File: src/rtl/mem_access_unit.sv
// mem_access_unit
// ---------------
// Memory-access pipeline stage between EX/MEM and WB. It handles all
// RV32I/RV64I load and store widths. It generates byte enables and lane-shifts
// store data. Load data is sign- or zero-extended. Each RAM access uses a
// request/acknowledge handshake that stalls upstream until it completes. A
// configurable acknowledge timeout turns a missing ack into a bus error. Every
// write-back output is registered.
//
// Optional feature macro: MEM_MISALIGN_TRAP_EN
//   defined   : misaligned half/word/dword accesses are rejected without a RAM
//               request; a one-cycle misalign pulse is raised with the write-back.
//   undefined : misalign is tied low; address bits below the access size are
//               ignored, so every access is naturally aligned.
//
// Parameters: XLEN (32|64), ADDR_W (byte address width),
//             ACK_TIMEOUT (max ack wait cycles, 0 = never time out).
//
// Ports:
//   clk, reset            clock (rising edge), asynchronous active-high reset
//   valid_in / ready_out  upstream handshake (~ready_out stalls EX/MEM)
//   mem_op_in, funct3_in  operation class and RISC-V width/sign field
//   rd_addr_in, rd_we_in, rd_data_in          destination and ALU result
//   mem_addr_in, store_data_in                effective address, store data
//   ram_req/we/addr/be/wdata, ram_ack/rdata   RAM request/acknowledge bus
//   wb_valid, wb_rd_addr, wb_rd_we, wb_rd_data   registered write-back
//   bus_err, misalign     single-cycle error pulses
module mem_access_unit #(
    parameter int XLEN        = 32,
    parameter int ADDR_W      = 32,
    parameter int ACK_TIMEOUT = 15
) (
    input  logic                clk,
    input  logic                reset,
    input  logic                valid_in,
    output logic                ready_out,
    input  logic [1:0]          mem_op_in,
    input  logic [2:0]          funct3_in,
    input  logic [4:0]          rd_addr_in,
    input  logic                rd_we_in,
    input  logic [XLEN-1:0]     rd_data_in,
    input  logic [ADDR_W-1:0]   mem_addr_in,
    input  logic [XLEN-1:0]     store_data_in,
    output logic                ram_req,
    output logic                ram_we,
    output logic [ADDR_W-1:0]   ram_addr,
    output logic [XLEN/8-1:0]   ram_be,
    output logic [XLEN-1:0]     ram_wdata,
    input  logic                ram_ack,
    input  logic [XLEN-1:0]     ram_rdata,
    output logic                wb_valid,
    output logic [4:0]          wb_rd_addr,
    output logic                wb_rd_we,
    output logic [XLEN-1:0]     wb_rd_data,
    output logic                bus_err,
    output logic                misalign
);
    localparam int NB    = XLEN / 8;
    localparam int LW    = $clog2(NB);
    localparam int CNT_W = (ACK_TIMEOUT > 1) ? $clog2(ACK_TIMEOUT + 1) : 1;
    localparam logic [CNT_W-1:0] CNT_LAST = CNT_W'((ACK_TIMEOUT > 0) ? ACK_TIMEOUT - 1 : 0);

    typedef enum logic {IDLE, ACCESS} state_t;
    state_t state_q, state_d;

    logic [CNT_W-1:0]  cnt_q;
    logic              ram_we_q;
    logic [ADDR_W-1:0] ram_addr_q;
    logic [NB-1:0]     ram_be_q;
    logic [XLEN-1:0]   ram_wdata_q;
    logic [2:0]        funct3_q;
    logic [LW-1:0]     lane_q;
    logic [4:0]        rd_addr_q;
    logic              rd_we_q;
    logic              wb_valid_q, wb_rd_we_q, bus_err_q;
    logic [4:0]        wb_rd_addr_q;
    logic [XLEN-1:0]   wb_rd_data_q;

    // ---------------- request decode ----------------
    logic          accept, is_mem, is_store, illegal_in, misaligned_in, start_access, timeout_hit;
    logic [LW-1:0] lane_raw, lane_in;
    logic [NB-1:0] size_mask;

    assign ready_out = (state_q == IDLE);
    assign accept    = valid_in & ready_out;
    assign is_mem    = (mem_op_in == 2'b01) | (mem_op_in == 2'b10);
    assign is_store  = (mem_op_in == 2'b10);
    assign illegal_in = ((funct3_in[1:0] == 2'b11) && (XLEN == 32)) ||
                        (funct3_in == 3'b111) ||
                        (is_store && (funct3_in[2:1] == 2'b11));
    assign lane_raw  = mem_addr_in[LW-1:0];

    // Lane rounded down to the access size (natural alignment) and the
    // matching byte-enable mask before shifting.
    always_comb begin
        lane_in   = lane_raw;
        size_mask = NB'(1);
        case (funct3_in[1:0])
            2'b00: begin lane_in = lane_raw;               size_mask = NB'(1);   end
            2'b01: begin lane_in = lane_raw & ~LW'(1);     size_mask = NB'(3);   end
            2'b10: begin lane_in = lane_raw & ~LW'(3);     size_mask = NB'(15);  end
            default: begin lane_in = lane_raw & ~LW'(7);   size_mask = NB'(255); end
        endcase
    end

`ifdef MEM_MISALIGN_TRAP_EN
    assign misaligned_in = is_mem & ~illegal_in & (lane_raw != lane_in);
`else
    assign misaligned_in = 1'b0;
`endif

    assign start_access = accept & is_mem & ~illegal_in & ~misaligned_in;
    assign timeout_hit  = (ACK_TIMEOUT != 0) && (cnt_q == CNT_LAST);

    // ---------------- load data extraction ----------------
    // Shift the addressed lane down. Push the access-sized field to the top,
    // then shift it back (arithmetic or logical) to extend it to XLEN.
    logic [XLEN-1:0] rdata_sh, rdata_top, load_data;
    logic [6:0]      shamt;

    always_comb begin
        shamt = 7'd0;
        case (funct3_q[1:0])
            2'b00:   shamt = 7'(XLEN - 8);
            2'b01:   shamt = 7'(XLEN - 16);
            2'b10:   shamt = 7'(XLEN - 32);
            default: shamt = 7'd0;
        endcase
        rdata_sh  = ram_rdata >> {lane_q, 3'b000};
        rdata_top = rdata_sh << shamt;
        load_data = funct3_q[2] ? (rdata_top >> shamt)
                                : $unsigned($signed(rdata_top) >>> shamt);
    end

    // ---------------- FSM ----------------
    always_ff @(posedge clk or posedge reset) begin
        if (reset) state_q <= IDLE;
        else       state_q <= state_d;
    end

    always_comb begin
        state_d = state_q;
        case (state_q)
            IDLE:    if (start_access) state_d = ACCESS;
            ACCESS:  if (ram_ack || timeout_hit) state_d = IDLE;
            default: state_d = IDLE;
        endcase
    end

    // ---------------- datapath registers ----------------
    always_ff @(posedge clk or posedge reset) begin
        if (reset) begin
            cnt_q        <= '0;
            ram_we_q     <= 1'b0;
            ram_addr_q   <= '0;
            ram_be_q     <= '0;
            ram_wdata_q  <= '0;
            funct3_q     <= '0;
            lane_q       <= '0;
            rd_addr_q    <= '0;
            rd_we_q      <= 1'b0;
            wb_valid_q   <= 1'b0;
            wb_rd_addr_q <= '0;
            wb_rd_we_q   <= 1'b0;
            wb_rd_data_q <= '0;
            bus_err_q    <= 1'b0;
        end else begin
            wb_valid_q <= 1'b0;
            bus_err_q  <= 1'b0;
            if (state_q == IDLE) begin
                if (start_access) begin
                    // RAM-facing fields are computed once here, so they stay
                    // stable for as long as ram_req is held.
                    cnt_q       <= '0;
                    ram_we_q    <= is_store;
                    ram_addr_q  <= {mem_addr_in[ADDR_W-1:LW], LW'(0)};
                    ram_be_q    <= size_mask << lane_in;
                    ram_wdata_q <= store_data_in << {lane_in, 3'b000};
                    funct3_q    <= funct3_in;
                    lane_q      <= lane_in;
                    rd_addr_q   <= rd_addr_in;
                    rd_we_q     <= rd_we_in;
                end else if (accept) begin
                    // ALU pass-through, illegal width or trapped misalignment
                    wb_valid_q   <= 1'b1;
                    wb_rd_addr_q <= rd_addr_in;
                    wb_rd_we_q   <= is_mem ? 1'b0 : rd_we_in;
                    wb_rd_data_q <= is_mem ? '0 : rd_data_in;
                end
            end else begin
                if (ram_ack) begin
                    wb_valid_q   <= 1'b1;
                    wb_rd_addr_q <= rd_addr_q;
                    wb_rd_we_q   <= ram_we_q ? 1'b0 : rd_we_q;
                    wb_rd_data_q <= ram_we_q ? '0 : load_data;
                end else if (timeout_hit) begin
                    wb_valid_q   <= 1'b1;
                    bus_err_q    <= 1'b1;
                    wb_rd_addr_q <= rd_addr_q;
                    wb_rd_we_q   <= 1'b0;
                    wb_rd_data_q <= '0;
                end else begin
                    cnt_q <= cnt_q + 1'b1;
                end
            end
        end
    end

`ifdef MEM_MISALIGN_TRAP_EN
    logic misalign_q;
    always_ff @(posedge clk or posedge reset) begin
        if (reset) misalign_q <= 1'b0;
        else       misalign_q <= accept & misaligned_in;
    end
    assign misalign = misalign_q;
`else
    assign misalign = 1'b0;
`endif

    assign ram_req    = (state_q == ACCESS);
    assign ram_we     = ram_we_q;
    assign ram_addr   = ram_addr_q;
    assign ram_be     = ram_be_q;
    assign ram_wdata  = ram_wdata_q;
    assign wb_valid   = wb_valid_q;
    assign wb_rd_addr = wb_rd_addr_q;
    assign wb_rd_we   = wb_rd_we_q;
    assign wb_rd_data = wb_rd_data_q;
    assign bus_err    = bus_err_q;
endmodule

File: config.mk
export PLATFORM = sky130hd
export DESIGN_NAME = mem_access_unit
export DESIGN_NICKNAME = d
export VERILOG_FILES = /design/src/rtl/mem_access_unit.sv
export SDC_FILE = /design/constraint.sdc
export NUM_CORES = 1
export LEC_CHECK = 0
export ABC_CLOCK_PERIOD_IN_PS = 4300
export BUFFER_PORTS_ARGS = -buffer_cell sky130_fd_sc_hd__clkbuf_2
export CORE_AREA = 2 2 147 149
export DETAILED_ROUTE_END_ITERATION = 8
export DIE_AREA = 0 0 149 151
export PLACE_DENSITY_LB_ADDON = 0.3
export SETUP_SLACK_MARGIN = 0.3
export SKIP_LAST_GASP = 1
export SYNTH_ARGS = -nofsm -noshare
export SYNTH_HDL_FRONTEND = slang
export SYNTH_SLANG_ARGS = --single-unit
export TNS_END_PERCENT = 5
File: constraint.sdc
create_clock -name clk -period 4.3 [get_ports clk]
set_input_delay 0.215 -clock clk [delete_from_list [all_inputs] [get_ports clk]]
set_output_delay 0.215 -clock clk [all_outputs]
set_load 0.03 [all_outputs]
== Word level (Yosys, flattened, before mapping) ==
Cells that the tools add are included.
Word-level totals
  register bits after elaboration: 123
  input bits: 143
  output and inout bits: 112
  logic and storage cells: 88
Operators by class
  $add $sub $neg: 1
  eq/ne operators: 12
  shift-type cells: 6
  muxes and demuxes: 37
  bitwise logic cells: 6
  reduce and logical (&&, ||, !) cells: 11
Operators by type and width (count)
  two-way mux 32 bit: 8
  left shift 32 x 5 -> 32 bit: 1
  left shift 32 x 7 -> 32 bit: 1
  right shift 32 x 5 -> 32 bit: 1
  right shift 32 x 7 -> 32 bit: 1
  >>> shifter 32 x 7 -> 32 bit: 1
  two-way mux 5 bit: 5
  two-way mux 1 bit: 16
  two-way mux 4 bit: 4
  one-hot mux 5 bit (2 select lines): 1
  one-hot mux 4 bit (2 select lines): 1
  == test 2 x 1 -> 1 bit, second input constant: 3
  == test 2 bit, second input constant: 3
  inequality test 2 bit, second input constant: 3
  AND reduction 3 bit: 2
  adder 4 x 1 -> 4 bit, second input constant: 1
  == test 4 bit, second input constant: 1
  logical NOT 2 bit: 2
  one-hot mux 2 bit (2 select lines): 1
  nonzero test 2 bit: 2
  left shift 4 x 2 -> 4 bit: 1
  bitwise AND 1 bit: 3
  == test 3 bit, second input constant: 1
  logical OR 1 bit: 3
  6 further kinds: 7

== Longest topological paths before layout ==
Gate-level depths: netlist of run 1.
  depth in word-level cells: 8
  depth in mapped cells: 9
  gate-level depth less buffers: 7

== Least setup slack after synthesis of run 1 ==
No wires, ideal clock.
  kind: register to register
  from: register state_q, in the netlist ram_req
  to: register ram_wdata_q[16], in the netlist ram_wdata[16]
  library setup time: 136 ps
  arrival time: 1556 ps
  required time: 4164 ps
  setup slack: 2608 ps
  stages on the path, launching flop included: 6
  buffers on the path: 1
  period minus slack after synthesis: 1692 ps
  cell sequence: dfrtp_1 -> inv_2 -> and3_1 -> nand3_1 -> clkbuf_1 -> o211ai_1
Between the ends
  word-level cells in the longest chain between the ends: 5
Ends and longest elaborated chain
  from (decl): RTL line 64  | state_t state_q, state_d;
  from (signal assigned): RTL line 138  | else state_q <= state_d;
  NOT 1 bit (no line) *
  via ready_out: RTL line 36  | output logic ready_out,
  bitwise AND 1 bit: RTL line 85  | assign accept = valid_in & ready_out;
  bitwise AND 1 bit (2 in a row): RTL line 112  | assign start_access = accept & is_mem & ~illegal_in & ~misaligned_in;
  AND reduction 2 bit (no line) *
  to (signal assigned): RTL line 178  | ram_wdata_q <= store_data_in << {lane_in, 3'b000};
  to (decl): RTL line 70  | logic [XLEN-1:0] ram_wdata_q;
The timed path passes the listed nets; every way through them passes the cells marked *.
A chain may end at the register's enable or synchronous reset.

== Worst setup path in the final report of run 1 ==
  from: register state_q, in the netlist ram_req
  to: register wb_rd_data_q[23], in the netlist wb_rd_data[23]
Between the ends
  word-level cells in the longest chain between the ends: 6
  elaborated cells between the ends (all ways): 9
  those cells by class: eq/ne: 2; mux: 1; bitwise: 4; reduce/logical: 2
Ends and longest elaborated chain
  NOT 1 bit (no line)
  bitwise AND 1 bit: RTL line 85
  bitwise AND 1 bit (2 in a row): RTL line 112
  inequality test 2 bit (no line)
  AND reduction 3 bit (no line)
  to (signal assigned): RTL line 188  | wb_rd_data_q <= is_mem ? '0 : rd_data_in;
  to (signal assigned): RTL line 195  | wb_rd_data_q <= ram_we_q ? '0 : load_data;
  to (decl): RTL line 77  | logic [XLEN-1:0] wb_rd_data_q;
Parallel ways exist; a longest one is shown, timed or not.

==> metrics.txt, run 1 <==
# TYPE chip_impl_metric gauge
chip_impl_metric{name="ant_nets",unit=""} 0
chip_impl_metric{name="post_synthesis_xor_xnor_area_fraction",unit="%"} 0.283
chip_impl_info{name="criticalPathCategory",value="flop to flop"} 1
chip_impl_metric{name="post_cts_buffers",unit=""} 0
chip_impl_info{name="synth.largest_area_cell",value="dfrtp_1"} 1
chip_impl_info{name="cp-end-kind",value="flop"} 1
chip_impl_metric{name="num-fill-cells",unit=""} 2128
chip_impl_metric{name="crit_path_max_fanout",unit=""} 63
chip_impl_info{name="run_status",value="complete, no violations"} 1
chip_impl_metric{name="fin_hold_ws",unit="ns"} 0.0212
chip_impl_metric{name="drtIter0Drc",unit=""} 309
chip_impl_metric{name="powerDensity",unit="nW/um2"} 599
chip_impl_metric{name="post-place-ws",unit="ns"} 1.49
chip_impl_metric{name="fin_crit",unit="ns"} 2.80
chip_impl_metric{name="cts.clk_slew.worst_paths",unit="ns"} 0.06
chip_impl_metric{name="synth.mux.area_fraction",unit="%"} 7.96
chip_impl_info{name="dominant_combinational_cell_family_by_area_after_synthesis",value="simple AND/OR/NAND/NOR gates"} 1
chip_impl_metric{name="cts_num_sinks",unit=""} 123
chip_impl_metric{name="drt-total-wl",unit="um"} 21000
chip_impl_metric{name="synth.ff_latch_count",unit=""} 123
chip_impl_metric{name="clock_latency",unit="ns"} 0.42
chip_impl_metric{name="drt-vias-per-instance",unit=""} 4.83
chip_impl_metric{name="dieWidth",unit="um"} 149
chip_impl_metric{name="antenna_found_initial",unit=""} 6
chip_impl_metric{name="r2r_setup_slack",unit="ns"} 1.50
chip_impl_info{name="grt_setup_unrepaired",value="false"} 1
chip_impl_metric{name="net-switching-power",unit="mW"} 2.10
chip_impl_metric{name="die-area",unit="um2"} 22500
chip_impl_metric{name="placement_rows",unit=""} 53
chip_impl_info{name="leading_cell_types_in_the_layout_fill_and_taps_excluded",value="251 x clkbuf_2, 186 x nand2_1, 123 x dfrtp_1"} 1
chip_impl_metric{name="postSynthAreaPerCell",unit="um2"} 9.30
chip_impl_info{name="layout.cells.most_common",value="clkbuf_2"} 1
chip_impl_metric{name="synth_compound_area_share",unit="%"} 17.9
chip_impl_metric{name="clock_path_buffers",unit=""} 2
chip_impl_metric{name="finish.net_count",unit=""} 1080
chip_impl_metric{name="yosysWarnings",unit=""} 0
chip_impl_metric{name="initial_utilization",unit="%"} 29.8
chip_impl_info{name="synth_top_cells_by_area",value="dfrtp_1 50%, nand2_1 11%, mux2i_1 7.6%, a21oi_1 2.8%, nor2_1 2.5%"} 1
chip_impl_metric{name="ioPinCount",unit=""} 255
chip_impl_metric{name="gp_routability_congestion",unit=""} 0.816
chip_impl_info{name="critical_path.startpoint",value="ram_req"} 1
chip_impl_info{name="worst_setup_path_start_kind",value="flop"} 1
chip_impl_metric{name="post-place-cells",unit=""} 1158
chip_impl_metric{name="switching_share",unit="%"} 40.7
chip_impl_metric{name="number_of_cts_inserted_buffers",unit=""} 17
chip_impl_metric{name="drv_cap",unit=""} 0
chip_impl_metric{name="combPwrFrac",unit="%"} 36.1
chip_impl_metric{name="power.share.sequential",unit="%"} 33.6
chip_impl_metric{name="achievable-frequency",unit="MHz"} 358
chip_impl_metric{name="mappedNetlistArea",unit="um2"} 6200
chip_impl_metric{name="synthAdderAreaFrac",unit="%"} 0.606
chip_impl_metric{name="count_of_input_and_output_buffers",unit=""} 251
chip_impl_metric{name="clock_tree.htree_level_count",unit=""} 4
chip_impl_metric{name="async_reset_ff_share",unit="%"} 100
chip_impl_metric{name="setup_slack",unit="ns"} 1.50
chip_impl_metric{name="route.vias.total",unit=""} 5920
chip_impl_metric{name="endpoint_arrival_time_on_the_critical_path",unit="ns"} 3.13
chip_impl_metric{name="synth_seq_area_share",unit="%"} 49.7
chip_impl_metric{name="layout.cell_area.non_filler",unit="um2"} 8610
chip_impl_info{name="cts_tree",value="done"} 1
chip_impl_metric{name="dp.final_hpwl",unit="um"} 15100
chip_impl_metric{name="global_route.overflow_total",unit=""} 0
chip_impl_metric{name="largest_net_degree_at_the_start_of_global_routing",unit=""} 64
chip_impl_metric{name="grt_pass1_wl",unit="um"} 32500
chip_impl_metric{name="leakagePower",unit="nW"} 4.27
chip_impl_metric{name="dieHeight",unit="um"} 151
chip_impl_info{name="yosys_most_used_dff",value="dfrtp_1"} 1
chip_impl_metric{name="clock_power_share",unit="%"} 30.4
chip_impl_metric{name="post_synth_and_or_nand_nor_area_fraction",unit="%"} 18.8
chip_impl_info{name="timing.hold.worst.class",value="input pin to flop"} 1
chip_impl_metric{name="route.detailed.wl_per_inst",unit="um"} 17.1
chip_impl_info{name="clock_tree.root_cell",value="clkbuf_16"} 1
chip_impl_metric{name="syn2layout_area_growth",unit="%"} 39.0
chip_impl_metric{name="finalHoldViolations",unit=""} 0
chip_impl_metric{name="synth_edf_count",unit=""} 0
chip_impl_metric{name="coreArea",unit="um2"} 20800
chip_impl_metric{name="worst-endpoint-required",unit="ns"} 4.64
chip_impl_info{name="holdCritStartpoint",value="rd_addr_in[0]"} 1
chip_impl_metric{name="fin_crit_sh",unit="%"} 65.0
chip_impl_metric{name="cts_hold_buf",unit=""} 32
chip_impl_metric{name="worst_clock_skew",unit="ns"} 0.00650
chip_impl_metric{name="drive_gt1_share",unit="%"} 33.3
chip_impl_metric{name="synth_top_area_share",unit="%"} 49.7
chip_impl_metric{name="drc",unit=""} 0
chip_impl_metric{name="netlist-cell-type-count",unit=""} 55
chip_impl_metric{name="timing.final.setup_violations",unit=""} 0
chip_impl_metric{name="number_of_global_route_vias_before_repair",unit=""} 5842
chip_impl_metric{name="multi_input_area",unit="um2"} 2850
chip_impl_metric{name="maxSlewHeadroom",unit="%"} 21.2
chip_impl_metric{name="seqCellArea",unit="um2"} 3080
chip_impl_metric{name="grt_use_total",unit="%"} 18.8
chip_impl_metric{name="finished_core_util",unit="%"} 41.3
chip_impl_metric{name="fin_setup_tns",unit="ns"} 0
chip_impl_metric{name="worstMarginPinSlew",unit="ns"} 1.18
chip_impl_metric{name="place_area",unit="um2"} 7640
chip_impl_metric{name="slew_violations",unit=""} 0
chip_impl_info{name="critical_r2r_launch",value="ram_req"} 1
chip_impl_metric{name="worst_ir_drop_vdd",unit="V"} 0.000281
chip_impl_metric{name="intPower",unit="mW"} 3.06
chip_impl_metric{name="synth_cells",unit=""} 666
chip_impl_metric{name="detail_route.first_pass.iterations",unit=""} 4
chip_impl_metric{name="cts-resized-gates",unit=""} 0
chip_impl_metric{name="instances_no_fill",unit=""} 1226
chip_impl_metric{name="totalPowerFinal",unit="mW"} 5.16
## worst max-delay path: stages (launching register included)
cell      delay, ns
dfrtp_1        0.72
nand2b_1       0.27
nand2b_1       0.41
o21a_2         1.01
nor2_1         0.10
a31oi_1        0.18
## routing by layer
layer | GRT usage [%] | routed length, um | up-vias
met2 | 29.5 | 9650 | 235
li1 | - | - | 2861
met4 | 6.19 | 359 | 4
met5 | 0 | 28 | -
met1 | 24.8 | 9280 | 2792
met3 | 5.57 | 1670 | 28
## final timing paths
path | endpoint | cells after the start
setup / recovery | wb_rd_data[23] | 5
min in group asynchronous | ram_addr[22] | 3
hold / removal | rd_addr_q[0] | 3
max in group asynchronous | ram_addr[9] | 4
setup reg to reg | wb_rd_data[23] | 5
hold reg to reg | rd_addr_q[0] | 2
## synth_stat cells, drive strengths merged (4+ instances only)
library cell and instances:
a211o 9, a21oi 37, a22o 8, a22oi 7
a31oi 16, a32oi 7, buf 29, clkbuf 18
dfrtp 123, inv 8, mux2i 47, nand2 187
nand2b 6, nand3 15, nor2 45, nor2b 9
o211ai 9, o21a 5, o21ai 32, o221ai 8
o22a 9, o32a 4
## final cells by class
type / instances / share of cell area (%)
clock inverters: 15 / 2.46
diodes: 4 / 0.116
multi-input cells: 490 / 33.1
well taps: 275 / 4.00
inverters: 8 / 0.378
repair buffers: 294 / 19.3
flip-flops and latches: 123 / 35.8
clock buffers: 17 / 4.94
## kinds of logic after synthesis
logic type | count (synthesis)
other | 1
and+or+nand+nor | 274
adders and majority gates | 3
AOI/OAI and AO/OA | 160
buffers and inverters | 55
xor gates and xnor gates | 2
DFF | 123
muxes | 48
## power by group through the flow
| stage | Combinational, mW | Clock, mW | Sequential, mW |
|---|---|---|---|
| 6_report | 1.86 | 1.57 | 1.73 |
| 5_1_grt | 2.01 | 1.66 | 1.78 |
| 4_1_cts | 1.87 | 1.60 | 1.73 |
| 3_5_place_dp | 1.85 | 0 | 1.74 |
| 3_3_place_gp | 1.83 | 0 | 1.75 |
| 2_1_floorplan | 0.712 | 0 | 2.29 |
## flip-flops by register name, summed over array words and instances (netlist names), 2 cells and up
register    flops
funct3_q        3
wb_rd_data     32
ram_be          4
wb_rd_addr      5
ram_wdata      32
ram_addr       30
cnt_q           4
rd_addr_q       5
lane_q          2
(Power assumes the default switching activity.)
==> run 2: changes to the inputs <==
- ABC_CLOCK_PERIOD_IN_PS: 4300 -> 2600
- clock period: 4.3 -> 2.6 ns (I/O delays scaled with it)
==> run 2 against run 1 <==
Via count is 0.79% higher. Cell count up 1.8%. Design area up 2.8%. Sequential share of layout area down 0.98 points. Setup slack worse by 0.84 ns.
==> metrics.txt, run 2 (same netlist as run 1, synthesis figures left out) <==
# TYPE chip_impl_metric gauge
chip_impl_metric{name="powerDensity",unit="nW/um2"} 945
chip_impl_metric{name="global_route.overflow_total",unit=""} 0
chip_impl_metric{name="grt_pass1_wl",unit="um"} 32000
chip_impl_metric{name="detail_route.first_pass.iterations",unit=""} 5
chip_impl_metric{name="cts_num_sinks",unit=""} 123
chip_impl_metric{name="drc",unit=""} 0
chip_impl_metric{name="crit_path_max_fanout",unit=""} 21
chip_impl_info{name="worst_setup_path_start_kind",value="flop"} 1
chip_impl_metric{name="fin_crit_sh",unit="%"} 74.6
chip_impl_metric{name="fin_crit",unit="ns"} 1.94
chip_impl_metric{name="drive_gt1_share",unit="%"} 33.0
chip_impl_metric{name="drt-vias-per-instance",unit=""} 4.78
chip_impl_metric{name="antennaDiodeCount",unit=""} 0
chip_impl_metric{name="intPower",unit="mW"} 4.91
chip_impl_metric{name="post_cts_buffers",unit=""} 0
chip_impl_metric{name="ant_nets",unit=""} 0
chip_impl_metric{name="dp.final_hpwl",unit="um"} 14800
chip_impl_metric{name="gp_routability_congestion",unit=""} 0.798
chip_impl_metric{name="worst_clock_skew",unit="ns"} 0.0126
chip_impl_metric{name="clock_latency",unit="ns"} 0.42
chip_impl_info{name="run_status",value="complete, no violations"} 1
chip_impl_info{name="grt_setup_unrepaired",value="false"} 1
chip_impl_metric{name="slew_violations",unit=""} 0
chip_impl_metric{name="syn2layout_area_growth",unit="%"} 42.9
chip_impl_info{name="criticalPathCategory",value="flop to flop"} 1
chip_impl_metric{name="power.share.sequential",unit="%"} 34.1
chip_impl_metric{name="cts-resized-gates",unit=""} 0
chip_impl_metric{name="cts.clk_slew.worst_paths",unit="ns"} 0.06
chip_impl_metric{name="worst_ir_drop_vdd",unit="V"} 0.000429
chip_impl_metric{name="drtIter0Drc",unit=""} 233
chip_impl_metric{name="instances_no_fill",unit=""} 1248
chip_impl_metric{name="initial_utilization",unit="%"} 29.8
chip_impl_metric{name="maxSlewHeadroom",unit="%"} 40.9
chip_impl_metric{name="placement_rows",unit=""} 53
chip_impl_metric{name="post-place-cells",unit=""} 1164
chip_impl_metric{name="endpoint_arrival_time_on_the_critical_path",unit="ns"} 2.24
chip_impl_metric{name="dieHeight",unit="um"} 151
chip_impl_metric{name="drt-total-wl",unit="um"} 20200
chip_impl_metric{name="switching_share",unit="%"} 41.2
chip_impl_metric{name="leakagePower",unit="nW"} 4.36
chip_impl_metric{name="number_of_cts_inserted_buffers",unit=""} 17
chip_impl_metric{name="timing.final.setup_violations",unit=""} 0
chip_impl_metric{name="antenna_found_initial",unit=""} 2
chip_impl_metric{name="largest_net_degree_at_the_start_of_global_routing",unit=""} 68
chip_impl_metric{name="clock_power_share",unit="%"} 28.5
chip_impl_metric{name="finalHoldViolations",unit=""} 0
chip_impl_metric{name="finished_core_util",unit="%"} 42.5
chip_impl_metric{name="coreArea",unit="um2"} 20800
chip_impl_metric{name="combPwrFrac",unit="%"} 37.4
chip_impl_metric{name="fin_setup_tns",unit="ns"} 0
chip_impl_metric{name="ioPinCount",unit=""} 255
chip_impl_metric{name="worstMarginPinSlew",unit="ns"} 0.886
chip_impl_info{name="leading_cell_types_in_the_layout_fill_and_taps_excluded",value="251 x clkbuf_2, 186 x nand2_1, 123 x dfrtp_1"} 1
chip_impl_info{name="timing.hold.worst.class",value="input pin to flop"} 1
chip_impl_metric{name="clock_path_buffers",unit=""} 2
chip_impl_metric{name="dieWidth",unit="um"} 149
chip_impl_metric{name="number_of_global_route_vias_before_repair",unit=""} 6061
chip_impl_metric{name="die-area",unit="um2"} 22500
chip_impl_info{name="cp-end-kind",value="flop"} 1
chip_impl_metric{name="net-switching-power",unit="mW"} 3.45
chip_impl_metric{name="route.vias.total",unit=""} 5967
chip_impl_info{name="clock_tree.root_cell",value="clkbuf_16"} 1
chip_impl_metric{name="achievable-frequency",unit="MHz"} 516
chip_impl_metric{name="clock_tree.htree_level_count",unit=""} 4
chip_impl_metric{name="worst-endpoint-required",unit="ns"} 2.90
chip_impl_metric{name="route.detailed.wl_per_inst",unit="um"} 16.2
chip_impl_metric{name="grt_use_total",unit="%"} 18.2
chip_impl_metric{name="count_of_input_and_output_buffers",unit=""} 251
chip_impl_info{name="layout.cells.most_common",value="clkbuf_2"} 1
chip_impl_info{name="cts_tree",value="done"} 1
chip_impl_metric{name="drv_cap",unit=""} 0
chip_impl_metric{name="finish.net_count",unit=""} 1106
[run 2: worst paths after layout]
path                                    from        endpoint  slack (ns)  depth (start not counted)
setup / recovery                   lane_q[1]  wb_rd_data[10]        0.66                          6
hold / removal             store_data_in[28]   ram_wdata[28]        0.02                          3
setup reg to reg                   lane_q[1]  wb_rd_data[10]        0.66                          6
hold reg to reg                 ram_addr[26]    ram_addr[26]        0.47                          2
max in group asynchronous              reset    ram_addr[13]        1.53                          4
min in group asynchronous              reset  wb_rd_data[15]        0.34                          3
[run 2: worst max-delay path, stage by stage (launching register included)]
cell,delay [ns]
dfrtp_1,0.54
buf_4,0.33
and2b_1,0.30
nand2_1,0.09
o21ai_0,0.07
o21a_1,0.20
o32a_1,0.28
[run 2: cell type report]
cell class                 count  area [um2]
clock inverter                15         168
timing repair buffer         320        1950
tap                          275         344
multi-input combinational    490        2850
clock buffer                  17         425
sequential                   123        3080
inverter                       8        33.8
fill                        2093       12000
[run 2: what timing repair did]
action | 4_1_cts | 5_1_grt
hold endpoints to repair | 78 | 0
setup endpoints to repair | 0 | 0
hold buffers | 52 | 0
[run 2: routing by layer]
layer / global-route usage (%) / up-vias / wire length [um] / share of wire [%]
met5: 0 / - / 24 / 0.12
met4: 4.81 / 4 / 262 / 1.3
met3: 6.36 / 19 / 1810 / 9.0
met2: 30.5 / 238 / 9510 / 47
met1: 22.5 / 2797 / 8580 / 43
li1: - / 2909 / - / -
[run 2: power groups by stage]
stage | combinational [mW] | sequential (mW) | clock [mW]
floorplan | 1.18 | 3.78 | 0
global placement | 3.07 | 2.87 | 0
detailed placement | 3.10 | 2.86 | 0
CTS | 3.16 | 2.85 | 2.43
global route | 3.41 | 2.93 | 2.53
finish | 3.13 | 2.85 | 2.38
[run 2: stage by stage]
stage	hold WS (ns)	total power, mW	worst slack [ns]	instance area (um2)
global placement	0.244	5.94	0.595	7740
detailed placement	0.244	5.96	0.500	7740
finish	0.0235	8.36	0.661	8850
global route	0.0261	8.87	0.560	8850
floorplan	0.235	4.96	0.908	6210
CTS	0.00955	8.44	0.671	8850
==> run 3: changes to the inputs <==
- ABC_AREA: not set -> 1
- ABC_CLOCK_PERIOD_IN_PS: 2600 -> 1700
- CORE_AREA: 2 2 147 149 -> 2 2 146 148
- DIE_AREA: 0 0 149 151 -> 0 0 148 150
- clock period: 2.6 -> 1.7 ns (I/O delays scaled with it)
==> run 3 against run 2 <==
Flip-flop and latch count unchanged. Highest routed layer is now met4. Synthesized cell count up 16%. Largest cell class unchanged. Setup slack worse by 0.57 ns. Non-clock buffer count up 77. Sequential power up 50%.
==> metrics.txt, run 3 <==
# TYPE chip_impl_metric gauge
chip_impl_metric{name="worst_clock_skew",unit="ns"} 0.00969
chip_impl_metric{name="achievable-frequency",unit="MHz"} 621
chip_impl_metric{name="finish.net_count",unit=""} 1290
chip_impl_metric{name="synth_seq_area_share",unit="%"} 50.5
chip_impl_info{name="clock_tree.root_cell",value="clkbuf_16"} 1
chip_impl_metric{name="async_reset_ff_share",unit="%"} 100
chip_impl_info{name="timing.hold.worst.class",value="input pin to flop"} 1
chip_impl_metric{name="endpoint_arrival_time_on_the_critical_path",unit="ns"} 1.91
chip_impl_metric{name="grt_pass1_wl",unit="um"} 34900
chip_impl_metric{name="drtIter0Drc",unit=""} 339
chip_impl_metric{name="syn2layout_area_growth",unit="%"} 64.1
chip_impl_metric{name="detail_route.first_pass.iterations",unit=""} 5
chip_impl_metric{name="antenna_found_initial",unit=""} 1
chip_impl_metric{name="dp.final_hpwl",unit="um"} 15300
chip_impl_info{name="criticalPathCategory",value="flop to flop"} 1
chip_impl_info{name="layout.cells.most_common",value="nand2_1"} 1
chip_impl_metric{name="fin_hold_ws",unit="ns"} 0.0262
chip_impl_info{name="critical_path_cell_by_cell",value="inv_2, ha_4, nand3_4, nand2_4, o211ai_4, buf_6, buf_16, a21oi_2, a21oi_1"} 1
chip_impl_info{name="run_status",value="complete, no violations"} 1
chip_impl_metric{name="timing.final.setup_violations",unit=""} 0
chip_impl_metric{name="dieWidth",unit="um"} 148
chip_impl_info{name="cts_tree",value="done"} 1
chip_impl_metric{name="synth_edf_count",unit=""} 0
chip_impl_metric{name="cts_num_sinks",unit=""} 123
chip_impl_metric{name="synth_top_area_share",unit="%"} 50.5
chip_impl_metric{name="grt_use_total",unit="%"} 20.2
chip_impl_metric{name="r2r_setup_slack",unit="ns"} 0.09
chip_impl_info{name="synth_top_cells_by_area",value="dfrtp_1 50%, nand2_1 17%, a21oi_1 5.3%, o21ai_0 3.6%, nand3_1 3.4%"} 1
chip_impl_metric{name="rr_worst_depth",unit=""} 9
chip_impl_metric{name="drt-total-wl",unit="um"} 23600
chip_impl_metric{name="clock_latency",unit="ns"} 0.42
chip_impl_metric{name="dieHeight",unit="um"} 150
chip_impl_info{name="min_to",value="ram_be[1]"} 1
chip_impl_metric{name="fin_crit",unit="ns"} 1.61
chip_impl_metric{name="worst-endpoint-required",unit="ns"} 2.00
chip_impl_metric{name="post-place-cells",unit=""} 1281
chip_impl_metric{name="number_of_global_route_vias_before_repair",unit=""} 6482
chip_impl_metric{name="netlist-cell-type-count",unit=""} 34
chip_impl_metric{name="largest_net_degree_at_the_start_of_global_routing",unit=""} 63
chip_impl_metric{name="synth.ff_latch_count",unit=""} 123
chip_impl_info{name="worst_setup_path_start_kind",value="flop"} 1
chip_impl_metric{name="slowest_delay",unit="ns"} 0.39
chip_impl_metric{name="ioPinCount",unit=""} 255
chip_impl_metric{name="fin_crit_sh",unit="%"} 94.8
chip_impl_info{name="synth.top_cells.by_count",value="279 x nand2_1, 123 x dfrtp_1, 65 x a21oi_1, 50 x nor2_1, 44 x o21ai_0"} 1
chip_impl_metric{name="clock_tree.htree_level_count",unit=""} 4
chip_impl_metric{name="die-area",unit="um2"} 22200
chip_impl_info{name="synth.largest_area_cell",value="dfrtp_1"} 1
chip_impl_metric{name="coreArea",unit="um2"} 20700
chip_impl_metric{name="mappedNetlistArea",unit="um2"} 6100
chip_impl_metric{name="clock_path_buffers",unit=""} 2
chip_impl_metric{name="placement_rows",unit=""} 53
chip_impl_metric{name="drt-vias-per-instance",unit=""} 4.76
chip_impl_metric{name="yosysWarnings",unit=""} 0
chip_impl_metric{name="ant_nets",unit=""} 0
chip_impl_metric{name="global_route.overflow_total",unit=""} 0
chip_impl_metric{name="count_of_input_and_output_buffers",unit=""} 251
chip_impl_info{name="grt_setup_unrepaired",value="true"} 1
chip_impl_metric{name="synth_cells",unit=""} 773
chip_impl_metric{name="instances_no_fill",unit=""} 1433
chip_impl_metric{name="powerDensity",unit="nW/um2"} 1360
chip_impl_metric{name="finished_core_util",unit="%"} 48.3
chip_impl_metric{name="worstHoldPathCells",unit=""} 3
chip_impl_metric{name="route.detailed.wl_per_inst",unit="um"} 16.5
chip_impl_metric{name="crit_path_max_fanout",unit=""} 8
chip_impl_metric{name="slew_violations",unit=""} 0
chip_impl_info{name="r2r-end",value="wb_rd_data[31]"} 1
chip_impl_metric{name="drc",unit=""} 0
chip_impl_metric{name="postSynthAreaPerCell",unit="um2"} 7.89
chip_impl_metric{name="initial_utilization",unit="%"} 29.5
chip_impl_metric{name="gp_routability_congestion",unit=""} 0.816
chip_impl_metric{name="drive_gt1_share",unit="%"} 37.4
chip_impl_info{name="synth.most_common_cell",value="nand2_1"} 1
chip_impl_metric{name="drv_cap",unit=""} 0
chip_impl_metric{name="cts.clk_slew.worst_paths",unit="ns"} 0.06
chip_impl_metric{name="worst_ir_drop_vdd",unit="V"} 0.000696
chip_impl_info{name="holdCritStartpoint",value="mem_addr_in[0]"} 1
chip_impl_metric{name="finalHoldViolations",unit=""} 0
chip_impl_info{name="leading_cell_types_in_the_layout_fill_and_taps_excluded",value="273 x nand2_1, 251 x clkbuf_2, 120 x dfrtp_1"} 1
chip_impl_metric{name="leakagePower",unit="nW"} 5.07
chip_impl_info{name="critical_r2r_launch",value="cnt_q[0]"} 1
chip_impl_metric{name="route.vias.total",unit=""} 6819
chip_impl_info{name="cp-end-kind",value="flop"} 1
chip_impl_metric{name="number_of_cts_inserted_buffers",unit=""} 17
chip_impl_info{name="yosys_most_used_dff",value="dfrtp_1"} 1
chip_impl_info{name="worst_path_max_delay_cell",value="dfrtp_1"} 1
chip_impl_metric{name="num-fill-cells",unit=""} 2002
-- run 3: cell count changes in the layout (fill, tap and decap cells not counted), moves of 24 or more --
cell / delta
a21oi_2: +28
dlygate4sd3_1: +35
inv_1: +28
mux2i_1: -47
nand2_1: +87
nand3_1: +24
-- run 3: per-layer routing --
metal / global-route usage, % / vias up / share of wire [%]
met3: 6.52 / 34 / 8.8
li1: - / 3291 / -
met5: 0 / - / 0
met2: 33.7 / 300 / 48
met1: 25.5 / 3194 / 41
met4: 5.19 / 0 / 2.1
-- run 3: cell families after synthesis --
kind of cell | count (synthesis) | synth area share, %
buf+inv | 92 | 6.81
compound gates | 162 | 15.6
simple gates | 390 | 26.2
fa+ha+maj | 3 | 0.616
flops | 123 | 50.5
other cells | 1 | 0.0615
xor+xnor | 2 | 0.287
-- run 3: worst max-delay path by stage --
stage | start | end | slack [ns] | cells past startpoint
global route | cnt_q[0] | wb_rd_data[31] | 0.07 | 9
finish | cnt_q[0] | wb_rd_data[31] | 0.09 | 9
CTS | cnt_q[0] | wb_rd_data[0] | 0.17 | 9
floorplan | ram_req | wb_rd_data[7] | 0.04 | 9
global placement | cnt_q[0] | wb_rd_addr[2] | 0.03 | 8
detailed placement | cnt_q[0] | wb_rd_addr[0] | -0.04 | 8
-- run 3: what timing repair did --
action | in CTS | in global routing
setup endpoints to repair | 77 | 88
hold endpoints to repair | 216 | 0
buffers inserted | 16 | 7
hold buffers | 87 | 0
pin swaps | 7 | 11
gates cloned | 4 | 5
resized for setup | 51 | 56
-- run 3: area by class of cell --
cell class                      count  area, um2  share of cell area (%)
Clock buffer                       19        453                    4.53
Multi-Input combinational cell    560       2890                    28.9
Inverter                           43        201                    2.01
Sequential cell                   123       3080                    30.8
Antenna cell                        1       2.50                  0.0250
Tap cell                          275        344                    3.44
Timing Repair inverter              2       27.5                   0.275
Timing Repair Buffer              397       2850                    28.5
Clock inverter                     13        156                    1.56
-- run 3: metrics by stage --
step | setup WS [ns] | power [mW] | setup TNS [ns] | area [um2]
4_1_cts | 0.172 | 13.3 | 0 | 9660
6_report | 0.0890 | 13.7 | 0 | 10000
5_1_grt | 0.0716 | 14.4 | 0 | 10000
3_3_place_gp | 0.0270 | 8.91 | 0 | 7760
3_5_place_dp | -0.0385 | 8.96 | -0.335 | 7760
2_1_floorplan | 0.0364 | 7.36 | 0 | 6110
-- run 3: critical path, delay by kind of cell (launching register included) --
family / cells / cell delay [ns]
AOI/OAI and AO/OA: 3 / 0.39
adders and majority gates: 1 / 0.14
buffers and inverters: 3 / 0.42
DFF: 1 / 0.39
and+or+nand+nor: 2 / 0.16
-- run 3: where the power goes --
group / leakage [nW] / switching (mW) / internal, mW
registers: 1.52 / 0.534 / 3.75
logic: 3.26 / 3.62 / 1.98
clock network: 0.299 / 1.49 / 2.28
